`src/rtl/vga_pkg.sv`:
```
// Shared VGA raster definitions: default 640x480@60 timing, coordinate and colour types.
package vga_pkg;

    localparam int DEF_CLK_DIV   = 2;
    localparam int DEF_H_VISIBLE = 640;
    localparam int DEF_H_FP      = 16;
    localparam int DEF_H_SYNC    = 96;
    localparam int DEF_H_BP      = 48;
    localparam int DEF_V_VISIBLE = 480;
    localparam int DEF_V_FP      = 10;
    localparam int DEF_V_SYNC    = 2;
    localparam int DEF_V_BP      = 33;

    localparam int COORD_W   = 10;
    localparam int COORD_MAX = 1 << COORD_W;

    typedef logic [COORD_W-1:0] coord_t;

    typedef struct packed {
        logic [7:0] r;
        logic [7:0] g;
        logic [7:0] b;
    } rgb_t;

    // True when c lies in the half-open window [lo, lo+len).
    function automatic logic in_span(input coord_t c, input int lo, input int len);
        return (int'(c) >= lo) && (int'(c) < lo + len);
    endfunction

endpackage

```
`src/rtl/vga_pixel_div.sv`:
```
// Divides the system clock down to the pixel rate: pixel enable strobe plus a registered DAC pixel clock.
module vga_pixel_div #(
    parameter int CLK_DIV = 2
) (
    input  logic clk_i,
    input  logic rst_ni,
    output logic pix_ce_o,
    output logic vga_clk_o
);

    localparam int DIV_W = $clog2(CLK_DIV);
    typedef logic [DIV_W-1:0] div_t;
    localparam div_t DIV_LAST = div_t'(CLK_DIV - 1);
    localparam div_t DIV_HALF = div_t'(CLK_DIV / 2);

    div_t div_q, div_d;
    logic vga_clk_q, vga_clk_d;

    // VGA_CLK falls on the cycle pixel data changes, so the DAC samples mid-pixel.
    always_comb begin
        pix_ce_o  = (div_q == DIV_LAST);
        div_d     = pix_ce_o ? '0 : div_q + div_t'(1);
        vga_clk_d = (div_d >= DIV_HALF);
    end

    always_ff @(posedge clk_i or negedge rst_ni) begin
        if (!rst_ni) begin
            div_q     <= '0;
            vga_clk_q <= 1'b0;
        end else begin
            div_q     <= div_d;
            vga_clk_q <= vga_clk_d;
        end
    end

    assign vga_clk_o = vga_clk_q;

endmodule

```
`src/rtl/vga_timing_gen.sv`:
```
// VGA raster generator: pixel coordinates, frame strobe, and a one-pixel-latency output stage
// that keeps registered colour aligned with HS/VS/BLANK_N at the DAC pins.
module vga_timing_gen
    import vga_pkg::*;
#(
    parameter int CLK_DIV   = DEF_CLK_DIV,
    parameter int H_VISIBLE = DEF_H_VISIBLE,
    parameter int H_FP      = DEF_H_FP,
    parameter int H_SYNC    = DEF_H_SYNC,
    parameter int H_BP      = DEF_H_BP,
    parameter int V_VISIBLE = DEF_V_VISIBLE,
    parameter int V_FP      = DEF_V_FP,
    parameter int V_SYNC    = DEF_V_SYNC,
    parameter int V_BP      = DEF_V_BP
) (
    input  logic       Clk,
    input  logic       Reset_n,
    input  logic [7:0] Red_in,
    input  logic [7:0] Green_in,
    input  logic [7:0] Blue_in,
    output logic [9:0] DrawX,
    output logic [9:0] DrawY,
    output logic       frame_start,
    output logic       VGA_CLK,
    output logic       VGA_HS,
    output logic       VGA_VS,
    output logic       VGA_BLANK_N,
    output logic       VGA_SYNC_N,
    output logic [7:0] VGA_R,
    output logic [7:0] VGA_G,
    output logic [7:0] VGA_B
);

    localparam int     H_TOTAL = H_VISIBLE + H_FP + H_SYNC + H_BP;
    localparam int     V_TOTAL = V_VISIBLE + V_FP + V_SYNC + V_BP;
    localparam coord_t H_LAST  = coord_t'(H_TOTAL - 1);
    localparam coord_t V_LAST  = coord_t'(V_TOTAL - 1);

    generate
        if (H_TOTAL > COORD_MAX || V_TOTAL > COORD_MAX || CLK_DIV < 2) begin : g_bad_params
            $error("vga_timing_gen: raster totals must fit 10-bit counters and CLK_DIV must be >= 2");
        end
    endgenerate

    logic   pix_ce;
    logic   h_wrap, v_wrap, visible;
    coord_t h_q, h_d, v_q, v_d;
    logic   frame_q, frame_d;
    logic   hs_q, hs_d, vs_q, vs_d, blank_n_q, blank_n_d;
    rgb_t   rgb_q, rgb_d;

    vga_pixel_div #(
        .CLK_DIV (CLK_DIV)
    ) u_pixel_div (
        .clk_i     (Clk),
        .rst_ni    (Reset_n),
        .pix_ce_o  (pix_ce),
        .vga_clk_o (VGA_CLK)
    );

    // Sync/blank/colour are derived from the pre-increment coordinate, giving one pixel of latency.
    always_comb begin
        h_wrap    = (h_q == H_LAST);
        v_wrap    = (v_q == V_LAST);
        visible   = in_span(h_q, 0, H_VISIBLE) && in_span(v_q, 0, V_VISIBLE);
        frame_d   = pix_ce && h_wrap && v_wrap;
        h_d       = h_q;
        v_d       = v_q;
        hs_d      = hs_q;
        vs_d      = vs_q;
        blank_n_d = blank_n_q;
        rgb_d     = rgb_q;
        if (pix_ce) begin
            h_d = h_wrap ? '0 : h_q + coord_t'(1);
            if (h_wrap) begin
                v_d = v_wrap ? '0 : v_q + coord_t'(1);
            end
            hs_d      = !in_span(h_q, H_VISIBLE + H_FP, H_SYNC);
            vs_d      = !in_span(v_q, V_VISIBLE + V_FP, V_SYNC);
            blank_n_d = visible;
            rgb_d     = visible ? {Red_in, Green_in, Blue_in} : '0;
        end
    end

    always_ff @(posedge Clk or negedge Reset_n) begin
        if (!Reset_n) begin
            h_q       <= '0;
            v_q       <= '0;
            frame_q   <= 1'b0;
            hs_q      <= 1'b1;
            vs_q      <= 1'b1;
            blank_n_q <= 1'b0;
            rgb_q     <= '0;
        end else begin
            h_q       <= h_d;
            v_q       <= v_d;
            frame_q   <= frame_d;
            hs_q      <= hs_d;
            vs_q      <= vs_d;
            blank_n_q <= blank_n_d;
            rgb_q     <= rgb_d;
        end
    end

    assign DrawX       = h_q;
    assign DrawY       = v_q;
    assign frame_start = frame_q;
    assign VGA_HS      = hs_q;
    assign VGA_VS      = vs_q;
    assign VGA_BLANK_N = blank_n_q;
    assign VGA_SYNC_N  = 1'b0;
    assign VGA_R       = rgb_q.r;
    assign VGA_G       = rgb_q.g;
    assign VGA_B       = rgb_q.b;

endmodule

```
`config.mk`:
```
export PLATFORM = sky130hd
export DESIGN_NAME = vga_timing_gen
export DESIGN_NICKNAME = d
export VERILOG_FILES = /design/src/rtl/vga_pkg.sv /design/src/rtl/vga_pixel_div.sv /design/src/rtl/vga_timing_gen.sv
export SDC_FILE = /design/constraint.sdc
export NUM_CORES = 1
export LEC_CHECK = 0
export ABC_CLOCK_PERIOD_IN_PS = 3700
export CAP_MARGIN = 15
export CORE_MARGIN = 4
export CORE_UTILIZATION = 48
export CTS_CLUSTER_DIAMETER = 120
export DETAILED_ROUTE_END_ITERATION = 8
export GPL_TIMING_DRIVEN = 0
export PLACE_DENSITY = 0.9
export SLEW_MARGIN = 25
export SYNTH_ARGS = -nofsm -noshare
export SYNTH_HDL_FRONTEND = slang
export SYNTH_HIERARCHICAL = 1
export SYNTH_SLANG_ARGS = --single-unit
```
`constraint.sdc`:
```
create_clock -name Clk -period 3.7 [get_ports Clk]
set_input_delay 0.74 -clock Clk [delete_from_list [all_inputs] [get_ports Clk]]
set_output_delay 0.74 -clock Clk [all_outputs]
set_load 0.1 [all_outputs]
```
# Yosys cells after proc, flatten, opt, wreduce, memory -nomap -nowiden
# Index checks and enable logic that the tools add are counted.
op_classes:
  n_addsub: 3
  n_lt_le_gt_ge: 7
  n_eq_ne: 2
  muxes: 4
  n_reduce_logical: 8
ops:
  columns: ["op", "count"]
  rows:
  - ["24-bit 2-to-1 mux", 1]
  - ["10-bit by 1-bit adder with 10-bit output (second input constant)", 2]
  - ["10-bit equality test (second input constant)", 2]
  - ["10-bit < comparator (second input constant)", 2]
  - ["10-bit by 9-bit < comparator with 1-bit output (second input constant)", 2]
  - ["10-bit 2-to-1 mux", 2]
  - ["10-bit >= comparator (second input constant)", 1]
  - ["10-bit by 9-bit >= comparator with 1-bit output (second input constant)", 1]
  - ["1-bit logical AND", 5]
  - ["1-bit zero test", 2]
  - ["2-bit AND reduction", 1]
  - ["1-bit adder (second input constant)", 1]
  - ["1-bit >= comparator (second input constant)", 1]
  - ["1-bit 2-to-1 mux", 1]
totals:
  ff_bits: 50
  in_bits: 26
  output_inout_bits: 50

# Logic depth before layout (Yosys ltp)
logic_depth:
  ltp_word: 3
  depth_mapped: 7
  depth_no_buf: 6

# Hierarchy
# The synthesis kept the hierarchy.
by_module_without_submodules:
  columns: ["module", "n_inst", "cells_per_inst", "area_per_inst_um2"]
  rows:
  - ["vga_timing_gen", 1, 192, 2150.8]
  - ["vga_pixel_div", 1, 3, 36.3]

# Least setup slack after synthesis
# OpenSTA, ideal clock, no wires.
synth_path:
  kind: "flip-flop to flip-flop"
  from: "reg h_q[0] (netlist: DrawX[0])"
  to: "reg v_q[7] (netlist: DrawY[7])"
  t_arrival_ps: 2238
  required_ps: 3624
  setup_slack_ps: 1386
  stages_incl_launch_ff: 6
  n_path_buf: 0
  period_less_slack_ps: 2314
  path_cell_list: "dfrtp_1 > ha_1 > and4bb_2 > nand4_4 > or4b_1 > o21ai_1"
synth_via:
  elab_chain_cells: 2
synth_rtl:
  columns: ["item", "line_no", "source"]
  rows:
  - ["start: declaration", "vga_timing_gen.sv:47", "coord_t h_q, h_d, v_q, v_d;"]
  - ["start signal: assignment", "vga_timing_gen.sv:87", "h_q <= '0;"]
  - ["start signal: assignment", "vga_timing_gen.sv:95", "h_q <= h_d;"]
  - ["10-bit equality test", "vga_timing_gen.sv:63", "h_wrap = (h_q == H_LAST);"]
  - ["2-bit AND reduction (no line)", null, null]
  - ["end signal: assignment", "vga_timing_gen.sv:96", "v_q <= v_d;"]
  - ["end: declaration", "vga_timing_gen.sv:47", null]
# Every way passes these cells.
# A chain may end at the register's enable or synchronous reset.

# Worst setup path after layout
layout_path:
  from: "reg h_q[4] (netlist: DrawX[4])"
  to: "out DrawX[4]"
layout_lines:
  columns: ["item", "line_no", "source"]
  rows:
  - ["end: declaration", "vga_timing_gen.sv:21", "output logic [9:0] DrawX,"]
# No word-level cell between the ends.

==> flow_metrics.py <==
metrics = {
    "status": {
        "status": "finished clean",
    },
    "clocking": {
        "cts_buffers": 5,
        "cts.clk_slew.worst_paths_ns": 0.09,
        "post_cts_hold_buffer_count": 0,
        "cts-root-buf": "clkbuf_8",
        "clock-sinks": 49,
        "tritoncts": "built",
        "postCtsSetupBuffers": 0,
        "worstSkewPairLatency_ns": 0.30,
        "clock_tree.buffer_depth": 2,
        "ctsResizeCount": 0,
        "ctsHtreeMaxLevel": 2,
    },
    "placed_design": {
        "routabilityCongestion": 0.840,
        "post-dp-hpwl_mm": 4.09,
        "io_port_bufs": 74,
    },
    "timing": {
        "timing.slew.headroom_pct": 32.1,
        "rsz0062_at_grt": "no",
        "finalSetupTns_ns": 0,
        "finalClockSkew_ns": 0.0115,
        "period_needed_ns": 2.72,
        "setup-violations-final": 0,
        "finalMaxSlewViolations": 0,
        "finalHoldViolations": 0,
        "maxClockFrequency_mhz": 367,
        "timing.final.crit_share_pct": 73.6,
        "tightestPinTransition_ns": 1.02,
    },
    "global_routing": {
        "grt_overflow_total": 0,
        "antenna_found_initial": 0,
        "grt_max_degree": 50,
        "overall_track_demand_over_capacity_in_global_routing_pct": 20.6,
        "number_of_global_route_vias_before_repair": 1843,
        "wire_length_of_the_first_global_routing_pass_mm": 9.01,
    },
    "synth": {
        "synth.cell_area_um2": 2190,
        "yosys.area_share.adder_pct": 2.29,
        "yosys.cell_types.count": 42,
        "synth_compound_area_share_pct": 16.2,
        "synth-simple-area-share_pct": 16.6,
        "syn_nets": 225,
        "main_combinational_cell_family_by_area_after_synthesis": "simple AND/OR/NAND/NOR gates",
        "synth-warning-count": 6,
        "synth_enable_flop_cells": 0,
        "yosys_register_bits": 49,
        "syn_area_per_cell_um2": 11.2,
        "netlist.top_cell.by_area": "dfrtp_1",
        "post_synth_mux_area_share_pct": 0.915,
        "post_synth_main_area_contributors": "dfrtp_1 (54%), a22o_1 (9.6%), o21ai_0 (2.5%)",
        "synth.top_cell.area_share_pct": 53.8,
        "synth-seq-area-share_pct": 56.2,
        "postSynthCellCount": 195,
        "async_flop_share_pct": 100,
        "synthXorXnorAreaFrac_pct": 2.80,
        "dominantRegCellSynth": "dfrtp_1",
    },
    "worst_setup_path": {
        "path_depth": 1,
        "critical_path.max_stage_delay_ns": 1.19,
        "endpoint_kind": "output pin",
        "timing.critical_path.required_ns": 2.96,
        "slowest_stage": "clkdlybuf4s50_1",
        "worstReg2RegEnd": "DrawY[6]",
        "largest_delay_share_family_worst_path": "buffers and inverters",
        "critical_path_class": "register to output pin",
        "start_kind": "register",
        "ordered_list_of_cells_on_the_worst_path": "clkdlybuf4s50_1",
        "crit_fanout": 8,
        "worst-path-buf-inv": 1,
        "regToRegSetupSlack_ns": 1.68,
        "crit_arrival_ns": 1.98,
        "reg2reg_depth": 7,
        "r2r-start": "DrawY[0]",
    },
    "pwr": {
        "internal-power_mw": 0.736,
        "combinational_share_of_power_pct": 17.6,
        "total_power_consumption_of_the_routed_design_mw": 1.04,
        "p_per_area_nw_per_um2": 339,
        "power.clock.fraction_pct": 29.0,
        "seqPwrFrac_pct": 53.4,
        "vdd.ir_drop.worst_uv": 178,
        "power_switching_share_pct": 29.4,
        "switching_power_mw": 0.306,
        "power_leakage_nw": 1.33,
    },
    "die": {
        "die_area_um2": 5700,
        "dieWidth_um": 75.5,
        "design.portCount": 76,
        "fp.dieH_um": 75.5,
        "initial_core_util_pct": 49.9,
        "num_rows": 24,
        "area_of_the_placeable_core_um2": 4380,
    },
    "cells_and_area": {
        "syn_to_final_growth_pct": 40.4,
        "antennaDiodeCount": 0,
        "final_layout_size_suffix_gt1_share_pct": 10.1,
        "final_layout_net_count": 306,
    },
    "drt": {
        "drt_first_pass_iters": 4,
        "avgRoutedWirePerCell_um": 16.6,
        "via_density_per_instance": 5.70,
        "antenna_violating_nets_post_route": 0,
        "first_iter_violations": 183,
        "route.vias.total": 1874,
        "drc": 0,
        "routed_wl_mm": 5.48,
    },
    "flow_run": {
        "cap_viol_max_count": 0,
    },
    "hold_path": {
        "timing.hold.worst.class": "input pin to asynchronous set/reset pin",
    },
}
## cell usage after synthesis, types with 4 or more instances
cell type	count
dfrtp_1	47
a22o_1	24
nand2_1	11
o21ai_0	11
nor2_1	10
inv_1	9
nand3_1	8
a21oi_1	7
nand4_1	7
buf_2	5
xnor2_1	5
ha_1	4
or3_1	4
## how the worst max path moves through the flow
| stage | start | to | slack [ns] |
|---|---|---|---|
| after floorplan | DrawX[0] | DrawY[7] | 1.39 |
| after global placement | Reset_n | DrawY[4] | 0.58 |
| after detailed placement | VGA_VS | VGA_VS | 1.30 |
| after CTS | VGA_VS | VGA_VS | 0.97 |
| after global routing | DrawX[4] | DrawX[4] | 0.91 |
| final | DrawX[4] | DrawX[4] | 0.98 |
## flip-flops by register name, summed over array words and instances (netlist names)
signal / count
VGA_G: 8
VGA_B: 8
u_pixel_div/pix_ce_o: 1
frame_start: 1
VGA_HS: 1
DrawX: 10
DrawY: 10
VGA_VS: 1
VGA_BLANK_N: 1
VGA_R: 8
## metrics by stage
stage               util [%]  hold slack, ns  worst slack [ns]  cell area, um2  std cells
finish                  70.1           0.436             0.977            3070        329
global route            70.1           0.487             0.908            3070        329
CTS                     70.1           0.462             0.970            3070        329
detailed placement      68.2           0.463              1.30            2990        321
global placement        68.3           0.454             0.576            2990        321
floorplan                  -           0.438              1.39            2190        195
## cell type report
type	instances	area, um2
Buffer	12	67.6
Clock buffer	7	76.3
Clock inverter	1	5.00
Fill cell	302	1310
Inverter	10	37.5
Multi-Input combinational cell	124	853
Sequential cell	49	1230
Tap cell	52	65.1
Timing Repair Buffer	74	738
## cell usage in the layout, fill, tap and decap left out, types with 2 or more instances in the layout
master	n
buf_4	3
a22o_1	24
a31oi_1	3
mux2i_1	2
nor3_1	2
dfstp_2	2
a21o_1	2
nand4_1	7
nand3_1	8
xnor2_1	5
clkbuf_8	5
and3_2	2
a21oi_1	7
and3_1	3
inv_1	9
nor2_1	10
xor2_1	2
nand2_1	11
o21ai_0	11
ha_1	4
clkbuf_1	5
buf_2	5
dfrtp_1	47
clkdlybuf4s50_1	73
nor4b_1	2
or3_1	4
## cell families (layout without fill, tap and decap cells)
logic type	after synthesis	count (layout)
AO/OA/AOI/OAI	50	50
XOR/XNOR	7	7
adder cells (fa/ha/maj)	4	4
buffers and inverters	22	104
flip-flops	49	49
multiplexers	2	2
other	1	1
AND/OR/NAND/NOR	60	60
## routing by layer
layer,up-vias,global-route usage [%],share of wire (%)
li1,866,-,-
met1,900,27.6,42
met2,96,32.7,44
met3,12,5.67,12
met4,0,6.60,1.9
met5,-,0,0
## power groups by stage
stage | clock, mW | combinational (mW) | sequential [mW]
finish | 0.302 | 0.184 | 0.556
detailed placement | 0 | 0.184 | 0.567
CTS | 0.307 | 0.185 | 0.556
global route | 0.331 | 0.191 | 0.558
floorplan | 0 | 0.0165 | 0.665
global placement | 0 | 0.183 | 0.565
No activity file was read; power rests on OpenSTA's default activity.
